--- src/rtl/pwm_slew_driver.sv ---
// pwm_slew_driver: PWM generator whose duty slews toward a sampled setpoint by
// at most MAX_STEP per PWM period, with a deadband on small setpoints and a
// watchdog that ramps the drive to zero when the sample stream stops.
//
// Ports
//   clk          system clock, rising edge
//   rst          synchronous active-high reset
//   enable       run enable; dropping it returns to IDLE with duty forced to 0
//   sample_in    8-bit setpoint sample
//   sample_valid one-cycle strobe qualifying sample_in
//   pwm_out      registered PWM drive, high while pwm_cnt < duty
//   duty         currently applied duty
//   at_target    combinational: duty equals the effective target
//   timeout      high while the watchdog has tripped (TIMEOUT state)
module pwm_slew_driver #(
  parameter int unsigned CLK_DIV  = 4,
  parameter int unsigned MAX_STEP = 8,
  parameter int unsigned DEADBAND = 4,
  parameter int unsigned TIMEOUT  = 16
) (
  input  logic       clk,
  input  logic       rst,
  input  logic       enable,
  input  logic [7:0] sample_in,
  input  logic       sample_valid,
  output logic       pwm_out,
  output logic [7:0] duty,
  output logic       at_target,
  output logic       timeout
);

  localparam int unsigned DW    = 8;
  localparam int unsigned DIV_W = (CLK_DIV > 1) ? $clog2(CLK_DIV) : 1;

  localparam logic [DIV_W-1:0] DIV_LAST = DIV_W'(CLK_DIV - 1);
  localparam logic [DW-1:0]    STEP     = DW'(MAX_STEP);
  localparam logic [DW-1:0]    WD_LAST  = DW'(TIMEOUT - 1);
  localparam logic [DW-1:0]    CNT_LAST = DW'(255);

  typedef enum logic [1:0] {
    S_IDLE    = 2'd0,
    S_RUN     = 2'd1,
    S_TIMEOUT = 2'd2
  } state_t;

  state_t           state;
  state_t           state_next;
  logic [DIV_W-1:0] div_cnt;
  logic [DW-1:0]    pwm_cnt;
  logic [DW-1:0]    target;
  logic [DW-1:0]    wd_cnt;

  logic             running;
  logic [DW-1:0]    eff_target;
  logic             tick;
  logic             pb;
  logic [DW-1:0]    diff;
  logic [DW-1:0]    step;
  logic [DW-1:0]    duty_slew;
  logic [DW-1:0]    capture_val;

  // State register
  always_ff @(posedge clk) begin
    if (rst) begin
      state <= S_IDLE;
    end else begin
      state <= state_next;
    end
  end

  // Next-state logic; a sample arriving on the expiring period keeps us in RUN
  always_comb begin
    state_next = state;
    unique case (state)
      S_IDLE: begin
        if (enable) state_next = S_RUN;
      end
      S_RUN: begin
        if (!enable) begin
          state_next = S_IDLE;
        end else if (pb && !sample_valid && (wd_cnt == WD_LAST)) begin
          state_next = S_TIMEOUT;
        end
      end
      S_TIMEOUT: begin
        if (!enable) begin
          state_next = S_IDLE;
        end else if (sample_valid) begin
          state_next = S_RUN;
        end
      end
      default: state_next = S_IDLE;
    endcase
  end

  // State decode: activity flag and the target the slew actually chases
  always_comb begin
    running    = 1'b0;
    eff_target = target;
    unique case (state)
      S_RUN:     running = 1'b1;
      S_TIMEOUT: begin
        running    = 1'b1;
        eff_target = '0;
      end
      default: begin
        running    = 1'b0;
        eff_target = target;
      end
    endcase
  end

  assign tick      = running && (div_cnt == DIV_LAST);
  assign pb        = tick && (pwm_cnt == CNT_LAST);
  assign at_target = (duty == eff_target);

  assign capture_val = (32'(sample_in) < DEADBAND) ? '0 : sample_in;

  // Bounded step toward the effective target; step never exceeds the gap,
  // so the result stays inside 0..255 without wider arithmetic
  always_comb begin
    diff      = '0;
    step      = '0;
    duty_slew = duty;
    if (eff_target >= duty) begin
      diff      = eff_target - duty;
      step      = (diff > STEP) ? STEP : diff;
      duty_slew = duty + step;
    end else begin
      diff      = duty - eff_target;
      step      = (diff > STEP) ? STEP : diff;
      duty_slew = duty - step;
    end
  end

  // Datapath; entering or sitting in IDLE clears everything on the same edge
  always_ff @(posedge clk) begin
    if (rst || (state_next == S_IDLE)) begin
      div_cnt <= '0;
      pwm_cnt <= '0;
      duty    <= '0;
      target  <= '0;
      wd_cnt  <= '0;
      pwm_out <= 1'b0;
      timeout <= 1'b0;
    end else begin
      if (tick) begin
        div_cnt <= '0;
        pwm_cnt <= pwm_cnt + DW'(1);
      end else if (running) begin
        div_cnt <= div_cnt + DIV_W'(1);
      end

      pwm_out <= running && (pwm_cnt < duty);

      // Registered target means a coincident sample only affects the next pb
      if (pb) duty <= duty_slew;

      if (running && sample_valid) target <= capture_val;

      // Clear beats increment when a sample lands on the period boundary
      if (running && sample_valid) begin
        wd_cnt <= '0;
      end else if ((state == S_RUN) && pb) begin
        wd_cnt <= wd_cnt + DW'(1);
      end

      timeout <= (state_next == S_TIMEOUT);
    end
  end

endmodule

--- config.mk ---
export PLATFORM = sky130hd
export DESIGN_NAME = pwm_slew_driver
export DESIGN_NICKNAME = d
export VERILOG_FILES = /design/src/rtl/pwm_slew_driver.sv
export SDC_FILE = /design/constraint.sdc
export NUM_CORES = 1
export LEC_CHECK = 0
export BUFFER_PORTS_ARGS = -buffer_cell sky130_fd_sc_hd__buf_2
export CAP_MARGIN = 10
export CORE_ASPECT_RATIO = 0.9
export CORE_UTILIZATION = 60
export DETAILED_ROUTE_END_ITERATION = 8
export PLACE_DENSITY_LB_ADDON = 0.05
export RECOVER_POWER = 100
export SYNTH_ARGS = -nofsm -noshare
export SYNTH_HDL_FRONTEND = slang
export SYNTH_SLANG_ARGS = --single-unit
--- constraint.sdc ---
create_clock -name clk -period 13.89 [get_ports clk]
set_input_delay 2.0835 -clock clk [delete_from_list [all_inputs] [get_ports clk]]
set_output_delay 2.0835 -clock clk [all_outputs]
set_load 0.02 [all_outputs]
* After elaboration in Yosys (flattened, before gate mapping)
Cells that the tools add are included.
Cells by class: reductions and logical operators 14, magnitude comparators 5, add/subtract/negate cells 7, equal/unequal tests 7, mux-type cells 12
Operators by type and width (number):
- $mux W8 | 5
- $sub A8 B8 Y8 | 3
- $add A8 B1 Y8 const B | 2
- $gt A8 B4 Y1 const B | 2
- $mux W2 | 5
- $add A8 B8 Y8 | 1
- $eq A8 B4 Y1 const B | 1
- $eq A8 B8 Y1 | 1
- $eq A8 B8 Y1 const B | 1
- $ge A8 B8 Y1 | 1
- $lt A8 B3 Y1 const B | 1
- $lt A8 B8 Y1 | 1
- $logic_and A1 B1 Y1 | 7
- $eq A2 B2 Y1 const B | 3
- $pmux W2 S3 | 1
- $reduce_or A2 Y1 | 3
- $logic_not A2 Y1 | 2
- $add A2 B1 Y2 const B | 1
- $eq A2 B1 Y1 const B | 1
- $logic_not A1 Y1 | 1
- $logic_or A1 B1 Y1 | 1
- $mux W1 | 1
Storage, ports and cells: input bits 12, word-level logic and storage cells 53, register bits 38

* Depth between registers and ports, before layout
Gate-level depths: netlist of run 1.
depth in word-level cells 13, gate-level depth with buffers 25, gate-level depth less buffers 24

* Worst setup path before layout of run 1
OpenSTA, ideal clock, no wires.
path type register -> register, from reg state[0], to reg duty[7], period minus slack after synthesis 4988 ps, library setup time 121 ps, arrival 4867 ps, cell stages (with the launch flop) 25, path slack 8902 ps, cell sequence dfxtp_1 inv_1 ha_1 clkbuf_1 nand2b_1 inv_1 ha_1 fa_1 nand2b_1 a21oi_1 xor2_1 a2111oi_4 and2_1 nand2_1 or2_2 ha_1 a22o_1 ha_1 a21o_1 a21oi_1 o21ai_0 o41ai_1 nand2_1 mux2i_1 mux2_2
Between the ends: longest elaborated chain between the ends 12, elaborated cells on any way between the ends 28, those cells by class add/sub: 4; order compare: 3; eq/ne: 2; mux: 11; reduce/logical: 8
RTL lines:
- from (decl) | line 46 | state_t state;
- from (signal assigned) | line 67 | state <= state_next;
- parallel branches: the longest is 12 deep, another holds $sub A8 B8 Y8
- to (signal assigned) | line 157 | if (pb) duty <= duty_slew;
- to (decl) | line 27 | output logic [7:0] duty,
Several ways; the timed one is not identified. A chain may end at the register's enable or synchronous reset.

* Worst setup path after layout of run 1
Same ends and word-level chain as after synthesis.

==> flow_metrics.env, run 1 <==
export IMPL_status="finished, violations left"
export IMPL_failed_checks="max-capacitance violations, max-slew violations"
export IMPL_worstMarginPinSlew_ns=1.60
export IMPL_core_area_um2=4950
export IMPL_dpl_hpwl_um=5140
export IMPL_synth_area_um2=3160
export IMPL_wirelength_um=6580
export IMPL_worstPathRequired_ns=14.07
export IMPL_initial_core_util_pct=63.7
export IMPL_firstDrtPassIters=5
export IMPL_hold_violations=0
export IMPL_skew_ns=0.00582
export IMPL_dieArea_um2=5550
export IMPL_syn_inst=372
export IMPL_synth_edf_count=0
export IMPL_rows=24
export IMPL_die_h_um=70.8
export IMPL_clockBufferDepth=2
export IMPL_maxSlewHeadroom_pct=-6.85
export IMPL_ys_flop_type="dfxtp_1"
export IMPL_nets=445
export IMPL_cts_resized_gates=0
export IMPL_ys_ff_latch=38
export IMPL_post_layout_total_power_mw=0.240
export IMPL_drv_cap=1
export IMPL_worstSetupStartpointType="flip-flop"
export IMPL_clock_sinks=38
export IMPL_drt_wirelength_per_cell_um=14.4
export IMPL_grt_usage_pct=25.6
export IMPL_areaGrowthSynthToFinish_pct=4.40
export IMPL_layout_commonest_cell="nand2_1"
export IMPL_drv_slew=30
export IMPL_grt_ovfl_total=0
export IMPL_post_route_util_pct=66.5
export IMPL_drtAntennaViolNets=0
export IMPL_rrSetupSlack_ns=8.12
export IMPL_clock_latency_ns=0.29
export IMPL_grt_pass1_wl_um=11200
export IMPL_end_kind="flip-flop"
export IMPL_gp_congestion=0.857
export IMPL_min_period_over_period_pct=41.6
export IMPL_avgSynthCellArea_um2=8.48
export IMPL_yosys_area_top_type_share_pct=24.1
export IMPL_finalSetupTns_ns=0
export IMPL_synth_largest_area_cell="dfxtp_1"
export IMPL_synth_warnings=0
export IMPL_synthDistinctLibCells=55
export IMPL_antenna_found_initial=0
export IMPL_io_pins=23
export IMPL_final_cell_mix="nand2_1 (43), ha_1 (39), dfxtp_1 (38)"
export IMPL_numCtsBuffers=5
export IMPL_finalCriticalPeriod_ns=5.77
export IMPL_max_freq_mhz=173
export IMPL_diodes=0
export IMPL_htree_num_levels=2
export IMPL_port_buffers=22
export IMPL_cts_tree="yes"
export IMPL_rsz0062_at_grt="no"
export IMPL_power_density_nw_per_um2=73.0
export IMPL_first_global_vias=2497
export IMPL_avgViaCountPerCell=5.61
export IMPL_cts_hold_fix_buffers=0
export IMPL_cts_clk_slew_worst_paths_ns=0.07
export IMPL_ys_top_cells_by_area="dfxtp_1 (24%), ha_1 (15%), nand2_1 (5.1%)"
export IMPL_synthArstFlopShare_pct=0
export IMPL_ctsRootBufferMaster="clkbuf_8"
export IMPL_seq_area_frac_synth_pct=24.1
export IMPL_critical_path_class="flip-flop to flip-flop"
export IMPL_setup_viol_count_final=0
export IMPL_hold_slack_ns=0.460
export IMPL_drc=0
export IMPL_post_cts_buffers=0
export IMPL_vias=2558
export IMPL_ir_worst_vdd_mv=0.0551
export IMPL_holdCritPathClass="flip-flop to flip-flop"
export IMPL_leakage_nw=1.32
export IMPL_crit_fanout=10
export IMPL_grt_max_degree=30
export IMPL_drive_above_1_share_pct=12.0
export IMPL_crit_arrival_ns=5.95
export IMPL_die_w_um=78.4
export IMPL_drt_iter0_markers=138
export IMPL_mappedNetlistNets=426
-- final cells by class --
type                       count  area [µm²]
multi-input combinational    299        2150
clock buffer                   6        82.6
sequential                    38         761
fill                         454        1660
timing repair buffer          22        95.1
inverter                      25        93.8
clock inverter                 1        30.0
tap                           65        81.3
-- routing by layer --
layer  up-vias  GRT usage [%]  routed length, µm
li1       1319              -                  -
met1      1180           34.4               3270
met2        45           41.3               2840
met3        14           4.13                294
met4         0           9.67                172
met5         -              0                  0
-- synth_stat cells, types with 2 or more instances --
cell	instances
nand3_1	13
nand2b_1	12
nor3_1	10
o31a_1	2
a2111oi_4	2
a21oi_2	13
a21o_1	7
or2_2	2
a211o_1	3
fa_1	3
and2_1	2
clkbuf_1	2
o21ai_0	12
a22o_1	2
inv_1	25
o21ai_1	2
nand4_1	3
nor2_1	35
ha_1	39
buf_6	3
xnor2_1	8
dfxtp_1	38
mux2_2	2
nor2_4	10
mux2i_1	2
a31oi_1	2
xor2_1	16
nand2_1	43
and3_1	6
o21a_1	3
buf_2	4
a21oi_1	19
nor2b_1	5
-- critical path, cell delays in order (launching register included) --
cell and delay [ns]:
dfxtp_1 0.36, inv_1 0.10, ha_1 0.31, nand2b_1 0.17
inv_1 0.05, ha_1 0.19, fa_1 0.39, nand2b_1 0.16
a21oi_1 0.15, xor2_1 0.08, a2111oi_0 0.69, and2_0 0.27
nand2_1 0.11, or2_2 0.29, ha_1 0.31, a22o_1 0.22
ha_1 0.27, a21o_1 0.15, a21oi_1 0.23, o21ai_0 0.15
o41ai_1 0.35, nand2_1 0.12, mux2i_1 0.19, mux2_2 0.34
-- stage by stage --
stage / worst slack, ns / area, µm² / cells
after floorplan: 8.90 / 3160 / 372
after global placement: 8.71 / 3270 / 449
after detailed placement: 8.51 / 3270 / 449
after CTS: 8.46 / 3380 / 456
after global routing: 7.55 / 3290 / 456
final: 8.12 / 3290 / 456
-- logic make-up (layout without fill, tap and decap cells) --
kind of cell / after synthesis / count (layout) / synth area share [%]
AOI/OAI and AO/OA: 78 / 78 / 18.9
DFF: 38 / 38 / 24.1
and+or+nand+nor: 151 / 151 / 26.1
xor gates and xnor gates: 24 / 24 / 6.66
muxes: 4 / 4 / 1.35
buffers and inverters: 35 / 54 / 5.55
adders and majority gates: 42 / 42 / 17.4
-- sequential cells by signal, indices dropped and copies added (netlist names) --
| register | count |
|---|---|
| wd_cnt | 8 |
| timeout | 1 |
| div_cnt | 2 |
| pwm_out | 1 |
| target | 8 |
| pwm_cnt | 8 |
| duty | 8 |
| state | 2 |
-- where the power goes --
group | total (mW) | internal [mW] | switching (mW)
combinational | 0.0343 | 0.0122 | 0.0220
clock | 0.0959 | 0.0575 | 0.0384
sequential | 0.110 | 0.110 | 0.000641
total | 0.240 | 0.179 | 0.0611
-- worst paths after layout --
| kind | start | endpoint | cells past startpoint |
|---|---|---|---|
| hold reg to reg | target[0] | target[0] | 2 |
| hold / removal | target[0] | target[0] | 2 |
| setup reg to reg | state[0] | duty[7] | 23 |
| setup / recovery | state[0] | duty[7] | 23 |
Note: power is estimated with default switching activity, not from simulation.
==> inputs of run 2 (changes only) <==
CORE_UTILIZATION = 55   (was 60)
clock period = 4.93 ns   (was 13.89 ns; I/O delays follow)
==> run 2 against run 1 <==
The run still ends with max-capacitance violations, max-slew violations left. Routed wire length grew 7.4%. Sequential power grew to 2.8 times the previous value. Sequential share of layout area fell by 1.6 points. Clock skew rose by 0.0023 ns. Non-clock buffer count is 21 higher. First-iteration DRC count increased by 15%. Worst setup slack lost 7.9 ns. Via count grew 4.9%. Die area is 8.8% higher. Total power increased to 2.7 times the previous value. Critical path type unchanged. Critical endpoint is now duty[6]. Largest power group unchanged.
==> flow_metrics.env, run 2 (synthesis results as in run 1) <==
export IMPL_status="finished, violations left"
export IMPL_failed_checks="max-capacitance violations, max-slew violations"
export IMPL_drt_iter0_markers=159
export IMPL_placed_cells=468
export IMPL_clock_sinks=38
export IMPL_skew_ns=0.00815
export IMPL_worstMarginPinSlew_ns=1.66
export IMPL_drv_slew=30
export IMPL_finalSetupTns_ns=0
export IMPL_ir_worst_vdd_mv=0.251
export IMPL_worstPathRequired_ns=5.03
export IMPL_initial_core_util_pct=58.7
export IMPL_crit_fanout=4
export IMPL_areaGrowthSynthToFinish_pct=12.3
export IMPL_rrSetupSlack_ns=0.25
export IMPL_fin_ws_ns=0.253
export IMPL_cts_hold_fix_buffers=0
export IMPL_hold_violations=0
export IMPL_layoutNonFillerInstCount=480
export IMPL_first_global_vias=2685
export IMPL_drt_wirelength_per_cell_um=14.7
export IMPL_end_kind="flip-flop"
export IMPL_vias=2684
export IMPL_die_h_um=73.9
export IMPL_die_w_um=81.8
export IMPL_dieArea_um2=6040
export IMPL_final_cell_mix="nand2_1 (42), dfxtp_1 (38), nor2_1 (35)"
export IMPL_reg2reg_depth=24
export IMPL_core_area_um2=5380
export IMPL_ctsRootBufferMaster="clkbuf_8"
export IMPL_grt_usage_pct=25.8
export IMPL_grt_max_degree=30
export IMPL_rows=25
export IMPL_avgViaCountPerCell=5.59
export IMPL_reg2reg_from="state[0]"
export IMPL_grt_pass1_wl_um=11800
export IMPL_clockBufferDepth=2
export IMPL_place_ws_ns=-0.0806
export IMPL_diodes=0
export IMPL_final_area_um2=3540
export IMPL_layout_commonest_cell="nand2_1"
export IMPL_startpoint="state[0]"
export IMPL_power_density_nw_per_um2=185
export IMPL_min_from="target[1]"
export IMPL_drtAntennaViolNets=0
export IMPL_drc=0
export IMPL_min_to="target[1]"
export IMPL_leakage_nw=1.43
export IMPL_r2r_end="duty[6]"
export IMPL_wirelength_um=7070
export IMPL_antenna_found_initial=0
export IMPL_worstSetupStartpointType="flip-flop"
export IMPL_drive_above_1_share_pct=20.8
export IMPL_gp_congestion=0.853
export IMPL_maxSlewHeadroom_pct=-10.6
export IMPL_clock_latency_ns=0.29
export IMPL_critical_path_class="flip-flop to flip-flop"
export IMPL_io_pins=23
export IMPL_cts_tree="yes"
export IMPL_nets=466
export IMPL_cts_clk_slew_worst_paths_ns=0.08
export IMPL_firstDrtPassIters=4
export IMPL_numCtsBuffers=5
export IMPL_grt_ovfl_total=0
export IMPL_post_layout_total_power_mw=0.656
export IMPL_min_period_over_period_pct=94.9
export IMPL_fillers=465
export IMPL_max_freq_mhz=214
export IMPL_dpl_hpwl_um=5430
export IMPL_holdCritPathClass="flip-flop to flip-flop"
export IMPL_dpl_cell_area_um2=3400
export IMPL_finalCriticalPeriod_ns=4.68
export IMPL_crit_arrival_ns=4.78
export IMPL_htree_num_levels=2
export IMPL_hold_depth=2
export IMPL_setup_viol_count_final=0
export IMPL_drv_cap=1
export IMPL_port_buffers=22
## run 2: worst max path at each step
stage | endpoint | slack, ns
after global placement | duty[7] | 0.03
after detailed placement | duty[7] | -0.08
final | duty[6] | 0.25
after CTS | duty[7] | 0.01
after global routing | duty[7] | -0.04
after floorplan | duty[7] | 0.01
## run 2: layout make-up
cell class	instances	area [µm²]	share of cell area, %
Timing Repair Buffer	43	250	7.06
Sequential cell	38	761	21.5
Clock inverter	2	12.5	0.353
Clock buffer	6	82.6	2.33
Inverter	25	93.8	2.65
Tap cell	67	83.8	2.36
Multi-Input combinational cell	299	2260	63.8
## run 2: per-stage QoR
step           util (%)  hold slack (ns)
2_1_floorplan         -            0.432
3_3_place_gp       63.1            0.448
3_5_place_dp       63.1            0.450
4_1_cts            65.3            0.459
5_1_grt            65.9            0.485
6_report           65.9            0.461
## run 2: where the power goes
part | internal (mW) | switching (mW)
Clock | 0.113 | 0.115
Combinational | 0.0492 | 0.0687
Sequential | 0.309 | 0.00137
Total | 0.471 | 0.185
## run 2: worst max-delay path, stage by stage (launching register included)
cell and delay, ns:
dfxtp_1 0.33, inv_2 0.06, ha_2 0.21, nand2b_4 0.14
inv_1 0.04, ha_1 0.20, fa_2 0.37, nand2b_1 0.16
a21oi_2 0.19, xor2_2 0.10, a2111oi_4 0.29, and2_4 0.21
nand2_2 0.06, or2_4 0.24, ha_4 0.16, xor2_1 0.16
a22o_1 0.20, ha_1 0.32, nor2b_1 0.15, o21ai_0 0.24
a21boi_0 0.16, o21a_1 0.20, nor3_1 0.12, nand3b_1 0.12
a21oi_1 0.07
## run 2: per-layer routing
layer / global-route usage (%) / wire [µm] / vias to the layer above
met5: 0 / 0 / -
met1: 32.1 / 3480 / 1275
li1: - / - / 1364
met3: 4.22 / 194 / 8
met2: 46.2 / 3310 / 37
met4: 5.85 / 88 / 0
## run 2: repair_timing
action	CTS	global route
endpoints found under the setup margin	1	3
pin swaps	3	7
setup buffers	0	4
hold endpoints to repair	0	0
gates resized for setup	7	15
